$ cat src/rtl/ifetch_unit.sv
// Instruction fetch unit: PC register, single-request imem handshake and a
// registered instruction slot for the decoder. Optional perf counters: IFETCH_PERF_CNT_EN.
module ifetch_unit #(
    parameter logic [31:0] RESET_PC = 32'h0000_0000
) (
    input  logic        clk,
    input  logic        reset,
    output logic        imem_req,
    output logic [31:0] imem_addr,
    input  logic        imem_ready,
    input  logic [31:0] imem_rdata,
    input  logic        stall,
    input  logic        redirect,
    input  logic [31:0] redirect_pc,
    output logic [31:0] inst,
    output logic        inst_valid,
    output logic [31:0] inst_pc,
    output logic [31:0] pc_plus4,
    output logic [31:0] fetch_count,
    output logic [31:0] wait_count
);

    // Handshake: a fetch completes in any cycle where imem_req=1 and
    // imem_ready=1; imem_addr stays stable while the request is outstanding.
    typedef enum logic [1:0] {
        IDLE = 2'd0,
        RUN  = 2'd1,
        WAIT = 2'd2
    } state_t;

    localparam logic [31:0] RESET_PC_ALIGNED = {RESET_PC[31:2], 2'b00};

    state_t      state;
    state_t      state_next;
    logic [31:0] pc;
    logic        capture;
    logic        miss;

    always_ff @(posedge clk) begin
        if (reset) begin
            state <= IDLE;
        end else begin
            state <= state_next;
        end
    end

    always_comb begin
        state_next = state;
        imem_req   = 1'b0;
        capture    = 1'b0;
        miss       = 1'b0;
        case (state)
            IDLE: begin
                state_next = RUN;
            end
            RUN: begin
                // A held (stalled) instruction blocks new requests.
                imem_req = !(inst_valid && stall);
                if (imem_req) begin
                    if (imem_ready) begin
                        capture = 1'b1;
                    end else begin
                        miss       = 1'b1;
                        state_next = WAIT;
                    end
                end
            end
            WAIT: begin
                imem_req = 1'b1;
                if (imem_ready) begin
                    capture    = 1'b1;
                    state_next = RUN;
                end
            end
            default: begin
                state_next = IDLE;
            end
        endcase
        // Redirect wins over everything except reset; returned data is dropped.
        if (redirect) begin
            capture    = 1'b0;
            miss       = 1'b0;
            state_next = RUN;
        end
    end

    always_ff @(posedge clk) begin
        if (reset) begin
            pc         <= RESET_PC_ALIGNED;
            inst       <= 32'd0;
            inst_pc    <= 32'd0;
            inst_valid <= 1'b0;
        end else if (redirect) begin
            pc         <= {redirect_pc[31:2], 2'b00};
            inst_valid <= 1'b0;
        end else if (capture) begin
            inst       <= imem_rdata;
            inst_pc    <= pc;
            inst_valid <= 1'b1;
            pc         <= pc + 32'd4;
        end else if (miss) begin
            // The held instruction is consumed in the same cycle as the miss.
            inst_valid <= 1'b0;
        end
    end

    assign imem_addr = pc;
    assign pc_plus4  = inst_pc + 32'd4;

`ifdef IFETCH_PERF_CNT_EN
    logic [31:0] fetch_cnt_q;
    logic [31:0] wait_cnt_q;

    always_ff @(posedge clk) begin
        if (reset) begin
            fetch_cnt_q <= 32'd0;
            wait_cnt_q  <= 32'd0;
        end else begin
            if (capture) begin
                fetch_cnt_q <= fetch_cnt_q + 32'd1;
            end
            if (state == WAIT) begin
                wait_cnt_q <= wait_cnt_q + 32'd1;
            end
        end
    end

    assign fetch_count = fetch_cnt_q;
    assign wait_count  = wait_cnt_q;
`else
    assign fetch_count = 32'd0;
    assign wait_count  = 32'd0;
`endif

endmodule

$ cat config.mk
export PLATFORM = sky130hd
export DESIGN_NAME = ifetch_unit
export DESIGN_NICKNAME = d
export VERILOG_FILES = /design/src/rtl/ifetch_unit.sv
export SDC_FILE = /design/constraint.sdc
export NUM_CORES = 1
export LEC_CHECK = 0
export BUFFER_PORTS_ARGS = -buffer_cell sky130_fd_sc_hd__buf_2
export CORE_MARGIN = 4
export CORE_UTILIZATION = 42
export CTS_CLUSTER_DIAMETER = 80
export CTS_CLUSTER_SIZE = 20
export DETAILED_ROUTE_END_ITERATION = 16
export GPL_TIMING_DRIVEN = 0
export PLACE_DENSITY = 0.82
export SYNTH_ARGS = -nofsm -noshare
export SYNTH_HDL_FRONTEND = slang
export SYNTH_SLANG_ARGS = --single-unit
$ cat constraint.sdc
create_clock -name clk -period 2.1 [get_ports clk]
set_clock_uncertainty 0.2 [all_clocks]
set_input_delay 0.42 -clock clk [delete_from_list [all_inputs] [get_ports clk]]
set_output_delay 0.42 -clock clk [all_outputs]
set_load 0.01 [all_outputs]
# After elaboration in Yosys (flattened, before gate mapping)
# Cells that the tools add are included.
# W data, S select, Z words.
[totals]
ff_bits = 99
word_cells = 45
[classes]
add_sub_neg = 2
eq_ne = 8
mux = 18
bitwise_logic = 1
n_reduce_logical = 9
[op_table]
columns = ["operator", "n"]
rows = [
  ["$add A32 B3 Y32 const B", 2],
  ["$mux W32", 2],
  ["$mux W1", 10],
  ["$ne A3 B3 Y1 const B", 3],
  ["$mux W2", 3],
  ["$ne A2 B2 Y1 const B", 3],
  ["$pmux W2 S3", 1],
  ["$reduce_and A3 Y1", 2],
  ["$pmux W1 S2", 2],
  ["$reduce_bool A2 Y1", 2],
  ["$eq A2 B1 Y1 const B", 1],
  ["$eq A2 B2 Y1 const B", 1],
  ["$logic_not A2 Y1", 1],
  ["$reduce_and A2 Y1", 1],
  ["$reduce_or A2 Y1", 1],
  ["$logic_and A1 B1 Y1", 1],
  ["$logic_not A1 Y1", 1],
  ["$not A1 Y1", 1],
]

# Logic depth before layout (Yosys ltp)
# Gate-level depths: netlist of the first run.
[depth]
ltp_word = 6
depth_mapped = 8
mapped_depth_nobuf = 6

# Worst setup path after synthesis of the first run
# No wires, ideal clock.
[synth_timing]
kind = "reg2out"
startpoint = "register inst_pc[2]"
endpoint = "output port pc_plus4[28]"
t_arrival_ns = 1.831
path_slack_ns = -0.351
stages_incl_launch_ff = 7
n_path_buf = 1
cell_sequence = "dfxtp_1 > ha_1 > nand4_1 > or4_1 > clkbuf_1 > nor4_1 > xor2_1"
[synth_between]
elab_chain_len = 1
[synth_lines]
columns = ["item", "line", "source"]
rows = [
  ["start, declared", "17", "output logic [31:0] inst_pc,"],
  ["start signal, assigned", "98", "inst_pc <= pc;"],
  ["$add A32 B3 Y32", "108", "assign pc_plus4 = inst_pc + 32'd4;"],
  ["end, declared", "18", "output logic [31:0] pc_plus4,"],
]
# No other way between the ends.

# Worst setup path in the final report of the first run
[layout_timing]
startpoint = "register inst_pc[7]"
endpoint = "output port pc_plus4[28]"
# Same word-level chain as after synthesis.

==> flow_metrics.env, run 1 <==
export IMPL_fin_ws_ns=-0.5679
export IMPL_setup_tns_ns=-18.70
export IMPL_power_switching_w=0.001317
export IMPL_cp_slowest_cell="or4_4"
export IMPL_min_delay_start="redirect_pc[24]"
export IMPL_worst_slew_pin_transition_ns=0.7416
export IMPL_core_area_um2=12160
export IMPL_synth_distinct_cells=46
export IMPL_slew_viol_final=0
export IMPL_max_vdd_ir_drop_mv=0.5036
export IMPL_final_common_cell="buf_2"
export IMPL_wire_per_inst_um=19.87
export IMPL_violations="setup timing"
export IMPL_postSynthAreaPerCell_um2=7.614
export IMPL_path_max_fanout=7
export IMPL_grt_pass1_vias=5964
export IMPL_vias_per_cell=5.655
export IMPL_drt_total_wl_um=24160
export IMPL_cts_buffers=9
export IMPL_r2r_start="imem_addr[14]"
export IMPL_gp_congestion=0.8798
export IMPL_crit_type="reg -> out"
export IMPL_final_antenna_net_count=0
export IMPL_pre_cts_ws_ns=-0.6196
export IMPL_area_growth_synth_to_final_pct=80.86
export IMPL_synth_edf_count=0
export IMPL_crit_start="inst_pc[7]"
export IMPL_gr_total_overflow=0
export IMPL_nFillCells=750
export IMPL_pwr_share_clk_pct=37.7
export IMPL_max_slew_margin_pct=50.56
export IMPL_clk_path_buf_depth=2
export IMPL_pin_count=263
export IMPL_firstDrtPassIters=6
export IMPL_p_per_area_nw_per_um2=474.9
export IMPL_crit_chain="nand4_1 -> or4_4 -> nor4_4 -> xor2_1 -> buf_2"
export IMPL_hpwlAfterDp_um=13360
export IMPL_finalPower_w=0.004532
export IMPL_cts_tree="built"
export IMPL_critPathMaxStageDelay_ns=0.66
export IMPL_syn_area_um2=5276
export IMPL_clkTransAtPathRegs_ns=0.07
export IMPL_cts_sinks=95
export IMPL_endpoint_kind="output pin"
export IMPL_grt_max_degree=16
export IMPL_yosysSeqAreaShare_pct=36.04
export IMPL_route_detailed_drc=0
export IMPL_drive_gt1_share_pct=60.40
export IMPL_fin_nets=1118
export IMPL_fmax_mhz=374.8
export IMPL_power_frac_seq_pct=43.1
export IMPL_cp_top_family="simple AND/OR/NAND/NOR gates"
export IMPL_antenna_found_initial=0
export IMPL_die_w_um=120.1
export IMPL_maxCapViolCount=0
export IMPL_async_reset_ff_share_pct=0
export IMPL_clk_latency_ns=0.35
export IMPL_timing_final_crit_share_pct=127.0
export IMPL_ys_warn_count=0
export IMPL_power_share_combinational_pct=19.2
export IMPL_intPower_w=0.003214
export IMPL_ctsHtreeMaxLevel=3
export IMPL_initial_core_util_pct=43.38
export IMPL_first_iter_violations=662
export IMPL_worstPathArrival_ns=2.05
export IMPL_final_cell_mix="buf_2, buf_4, nand2_1"
export IMPL_leakage_nw=4.221
export IMPL_die_area_um2=14420
export IMPL_antennaDiodeCount=0
export IMPL_post_dp_cell_area_um2=6972
export IMPL_fp_dieH_um=120.1
export IMPL_finalCriticalPeriod_ns=2.668
export IMPL_status="finished with violations"
export IMPL_critPathRequiredTime_ns=1.48
export IMPL_ys_flop_type="dfxtp_1"
export IMPL_grt_usage_pct=25.98
export IMPL_sw_frac_of_total_pct=29.07
export IMPL_hold_path_class="in -> reg"
export IMPL_synth_seq_cells=95
export IMPL_via_count=6877
export IMPL_crit_path_start_kind="flip-flop"
export IMPL_hold_ws_ns=0.08233
export IMPL_hold_viol_final=0
export IMPL_cts_root_buf="clkbuf_16"
export IMPL_rsz0062_at_grt="yes"
export IMPL_rows=40
export IMPL_portBuffers=189
export IMPL_syn_inst=693
export IMPL_critPathBufInv=1
export IMPL_setup_viol=112
export IMPL_final_area_um2=9543
export IMPL_grt_pass1_wl_um=30530
-- layer usage --
layer / up-vias / GRT usage (%) / wire, µm
li1: 3014 / - / -
met1: 3194 / 30.31 / 8344
met2: 518 / 46.26 / 12160
met3: 151 / 6.221 / 2328
met4: 0 / 9.019 / 1333
met5: - / 0 / 0
-- stage by stage --
stage | util [%] | std cells
global placement | 57.33 | 1119
detailed placement | 57.33 | 1119
floorplan | - | 762
finish | 78.47 | 1216
global route | 78.47 | 1216
CTS | 68.32 | 1198
-- state kept, by name, indices dropped and copies added, names as in the netlist --
register    flops
inst           32
inst_valid      1
imem_addr      30
state           2
inst_pc        30
-- cells in the mapped netlist, types with 2 or more instances --
cell       count  area share (%)
a211oi_1       5            0.71
a21oi_1       66             6.3
a221oi_1       2            0.33
a311oi_1      17             2.8
a31oi_1        8            0.95
and3_1         4            0.47
and4_1         4            0.66
buf_4         71              10
clkbuf_1      45             3.2
dfxtp_1       95              36
ha_1           6             1.4
inv_1         17             1.2
nand2_1      147              10
nand3_1       19             1.8
nand4_1       17             2.0
nor2_1        35             2.5
nor2b_1        4            0.47
nor3_1         9            0.85
nor4_1         8            0.95
o2111a_1       2            0.43
o2111ai_1      3            0.50
o211ai_1       6            0.85
o21ai_0        9            0.85
o311ai_0       2            0.33
o31ai_1       14             2.0
or2_2          5            0.59
or3_1          6            0.71
or4_1         22             3.1
xnor2_1       14             2.3
xor2_1        15             2.5
-- worst min-delay path: stages --
cell and delay [ns]:
buf_2 0.08, nand2_1 0.04, nand3_1 0.06
-- power by group through the flow --
stage	clock (W)	sequential [W]	combinational [W]
6_report	0.00171	0.00195	0.000869
5_1_grt	0.00176	0.00196	0.000921
4_1_cts	0.00170	0.00194	0.000689
3_5_place_dp	0	0.00199	0.000578
3_3_place_gp	0	0.00198	0.000573
2_1_floorplan	0	0.00198	0.000355
-- final timing paths --
path	endpoint	slack (ns)	cells past startpoint
min reg2reg	inst[1]	0.26	2
max	pc_plus4[28]	-0.57	5
min	imem_addr[24]	0.08	3
max reg2reg	imem_addr[18]	-0.35	7
-- cell type report --
type	instances	area [µm²]	area share, %
inverters	17	66.31	0.6949
multi-input cells	533	4126	43.24
flip-flops and latches	95	2039	21.37
repair buffers	279	1882	19.72
clock inverters	3	22.52	0.2360
plain buffers	108	904.6	9.479
clock buffers	13	291.5	3.055
well taps	168	210.2	2.203
-- cells by family (layout without fill, tap and decap cells) --
family	count (synthesis)	count (layout)	share of synthesized area, %
DFF	95	95	36.04
other	1	70	0.07107
muxes	1	1	0.1897
xor gates and xnor gates	29	29	4.814
and+or+nand+nor	286	286	25.71
adders and majority gates	6	6	1.423
buffers and inverters	134	420	14.61
AOI/OAI and AO/OA	141	141	17.15
-- timing repair --
action | in CTS | in global routing
setup buffers | 68 | 18
pin swaps | 65 | 156
hold buffers | 0 | 0
gates resized for setup | 130 | 258
gates cloned | 0 | 6
setup endpoints to repair | 113 | 116
Note: power is estimated with default switching activity, not from simulation.
==> run 2, diff against run 1 <==
--- a/config.mk
+++ b/config.mk
@@ -12,7 +12,8 @@
 export CTS_CLUSTER_SIZE = 20
 export DETAILED_ROUTE_END_ITERATION = 16
 export GPL_TIMING_DRIVEN = 0
-export PLACE_DENSITY = 0.82
+export MAX_ROUTING_LAYER = met4
+export PLACE_DENSITY = 0.83
 export SYNTH_ARGS = -nofsm -noshare
 export SYNTH_HDL_FRONTEND = slang
 export SYNTH_SLANG_ARGS = --single-unit
==> flow_metrics.env, run 2 (synthesized netlist as in run 1, its figures left out) <==
export IMPL_antenna_found_initial=0
export IMPL_max_vdd_ir_drop_mv=0.3452
export IMPL_final_common_cell="buf_2"
export IMPL_grt_pass1_wl_um=30570
export IMPL_violations="setup timing"
export IMPL_fin_nets=1134
export IMPL_hold_viol_final=0
export IMPL_grt_max_degree=16
export IMPL_area_growth_synth_to_final_pct=78.23
export IMPL_rsz0062_at_grt="yes"
export IMPL_cts_buffers=9
export IMPL_post_dp_cell_area_um2=6972
export IMPL_status="finished with violations"
export IMPL_crit_path_start_kind="flip-flop"
export IMPL_clk_path_buf_depth=2
export IMPL_antennaDiodeCount=0
export IMPL_setup_viol=84
export IMPL_vias_per_cell=5.597
export IMPL_final_antenna_net_count=0
export IMPL_pin_count=263
export IMPL_first_iter_violations=807
export IMPL_crit_start="inst_pc[2]"
export IMPL_final_area_um2=9404
export IMPL_drive_gt1_share_pct=57.24
export IMPL_gp_congestion=0.8898
export IMPL_route_detailed_drc=0
export IMPL_timing_final_crit_share_pct=130.7
export IMPL_hpwlAfterDp_um=13390
export IMPL_largest_reg_flops=32
export IMPL_initial_core_util_pct=43.38
export IMPL_ctsHtreeMaxLevel=3
export IMPL_firstDrtPassIters=6
export IMPL_wire_per_inst_um=19.71
export IMPL_cts_sinks=95
export IMPL_via_count=6896
export IMPL_clkTransAtPathRegs_ns=0.06
export IMPL_hold_buffers=0
export IMPL_clk_latency_ns=0.35
export IMPL_min_delay_start="redirect_pc[24]"
export IMPL_die_area_um2=14420
export IMPL_fp_dieH_um=120.1
export IMPL_r2r_start="state[1]"
export IMPL_worstPathArrival_ns=2.12
export IMPL_drt_total_wl_um=24280
export IMPL_max_slew_margin_pct=53.11
export IMPL_regMostFlops="inst"
export IMPL_die_w_um=120.1
export IMPL_cts_tree="built"
export IMPL_hold_path_class="in -> reg"
export IMPL_endpoint_kind="output pin"
export IMPL_rows=40
export IMPL_cts_root_buf="clkbuf_16"
export IMPL_whs_path_depth=3
export IMPL_finalCriticalPeriod_ns=2.745
export IMPL_slew_viol_final=0
export IMPL_final_cell_mix="buf_2, buf_4, nand2_1"
export IMPL_post_route_util_pct=77.33
export IMPL_fin_ws_ns=-0.6448
export IMPL_path_max_fanout=7
export IMPL_p_per_area_nw_per_um2=487.1
export IMPL_grt_usage_pct=27.18
export IMPL_worst_slew_pin_transition_ns=0.7034
export IMPL_r2r_worst_path_cells=11
export IMPL_maxCapViolCount=0
export IMPL_grt_pass1_vias=5904
export IMPL_finalPower_w=0.004581
export IMPL_crit_type="reg -> out"
export IMPL_core_area_um2=12160
export IMPL_gr_total_overflow=0
export IMPL_fmax_mhz=364.3
export IMPL_portBuffers=189
export IMPL_leakage_nw=4.403
export IMPL_critPathRequiredTime_ns=1.48
## run 2: changes by cell type in the layout (fill, tap and decap cells not counted), sizes merged
cell,delta
buf,+20
clkinvlp,-2
clkbuf,-2
## run 2: metrics by stage
stage               setup TNS, ns  std cells  worst slack (ns)  hold WS (ns)
floorplan                 -0.5887        762           -0.1088        0.2682
global placement           -40.65       1119           -0.5680        0.2385
detailed placement         -38.13       1119           -0.5584        0.2431
CTS                        -12.39       1196           -0.5804       0.08823
global route               -21.40       1232           -0.7541        0.1003
finish                     -17.43       1232           -0.6448       0.08650
## run 2: final cells by class
cell class / instances / area (µm²)
plain buffers: 110 / 899.6
clock buffers: 15 / 311.5
clock inverters: 1 / 7.507
fillers: 798 / 2758
inverters: 17 / 68.82
multi-input cells: 533 / 3847
flip-flops and latches: 95 / 2041
well taps: 168 / 210.2
repair buffers: 293 / 2018
## run 2: critical path: stages, from the launching register on
cell	delay (ns)
dfxtp_4	0.38
ha_4	0.14
nand4_1	0.16
or4_4	0.58
nor4_4	0.18
xor2_1	0.17
buf_2	0.16
## run 2: worst paths after layout
path	endpoint	slack [ns]
setup reg to reg	imem_addr[14]	-0.31
hold / removal	imem_addr[24]	0.09
setup / recovery	pc_plus4[28]	-0.64
hold reg to reg	inst[16]	0.25
## run 2: layer usage
layer / up-vias / track usage, % / wire length [µm]
li1: 3033 / - / -
met1: 3198 / 30.57 / 8346
met2: 527 / 47.49 / 12280
met3: 138 / 5.514 / 2470
met4: 0 / 10.38 / 1188
met5: - / - / 0
## run 2: repair_timing
item / CTS / global route
cloned: 1 / 7
setup buffers: 64 / 37
pin swaps: 63 / 78
setup endpoints to repair: 112 / 113
resized for setup: 116 / 224
## run 2: power by group
group / internal [W] / switching, W
logic: 0.000409 / 0.000479
registers: 0.00184 / 0.000104
clock network: 0.00102 / 0.000723
total: 0.00327 / 0.00131
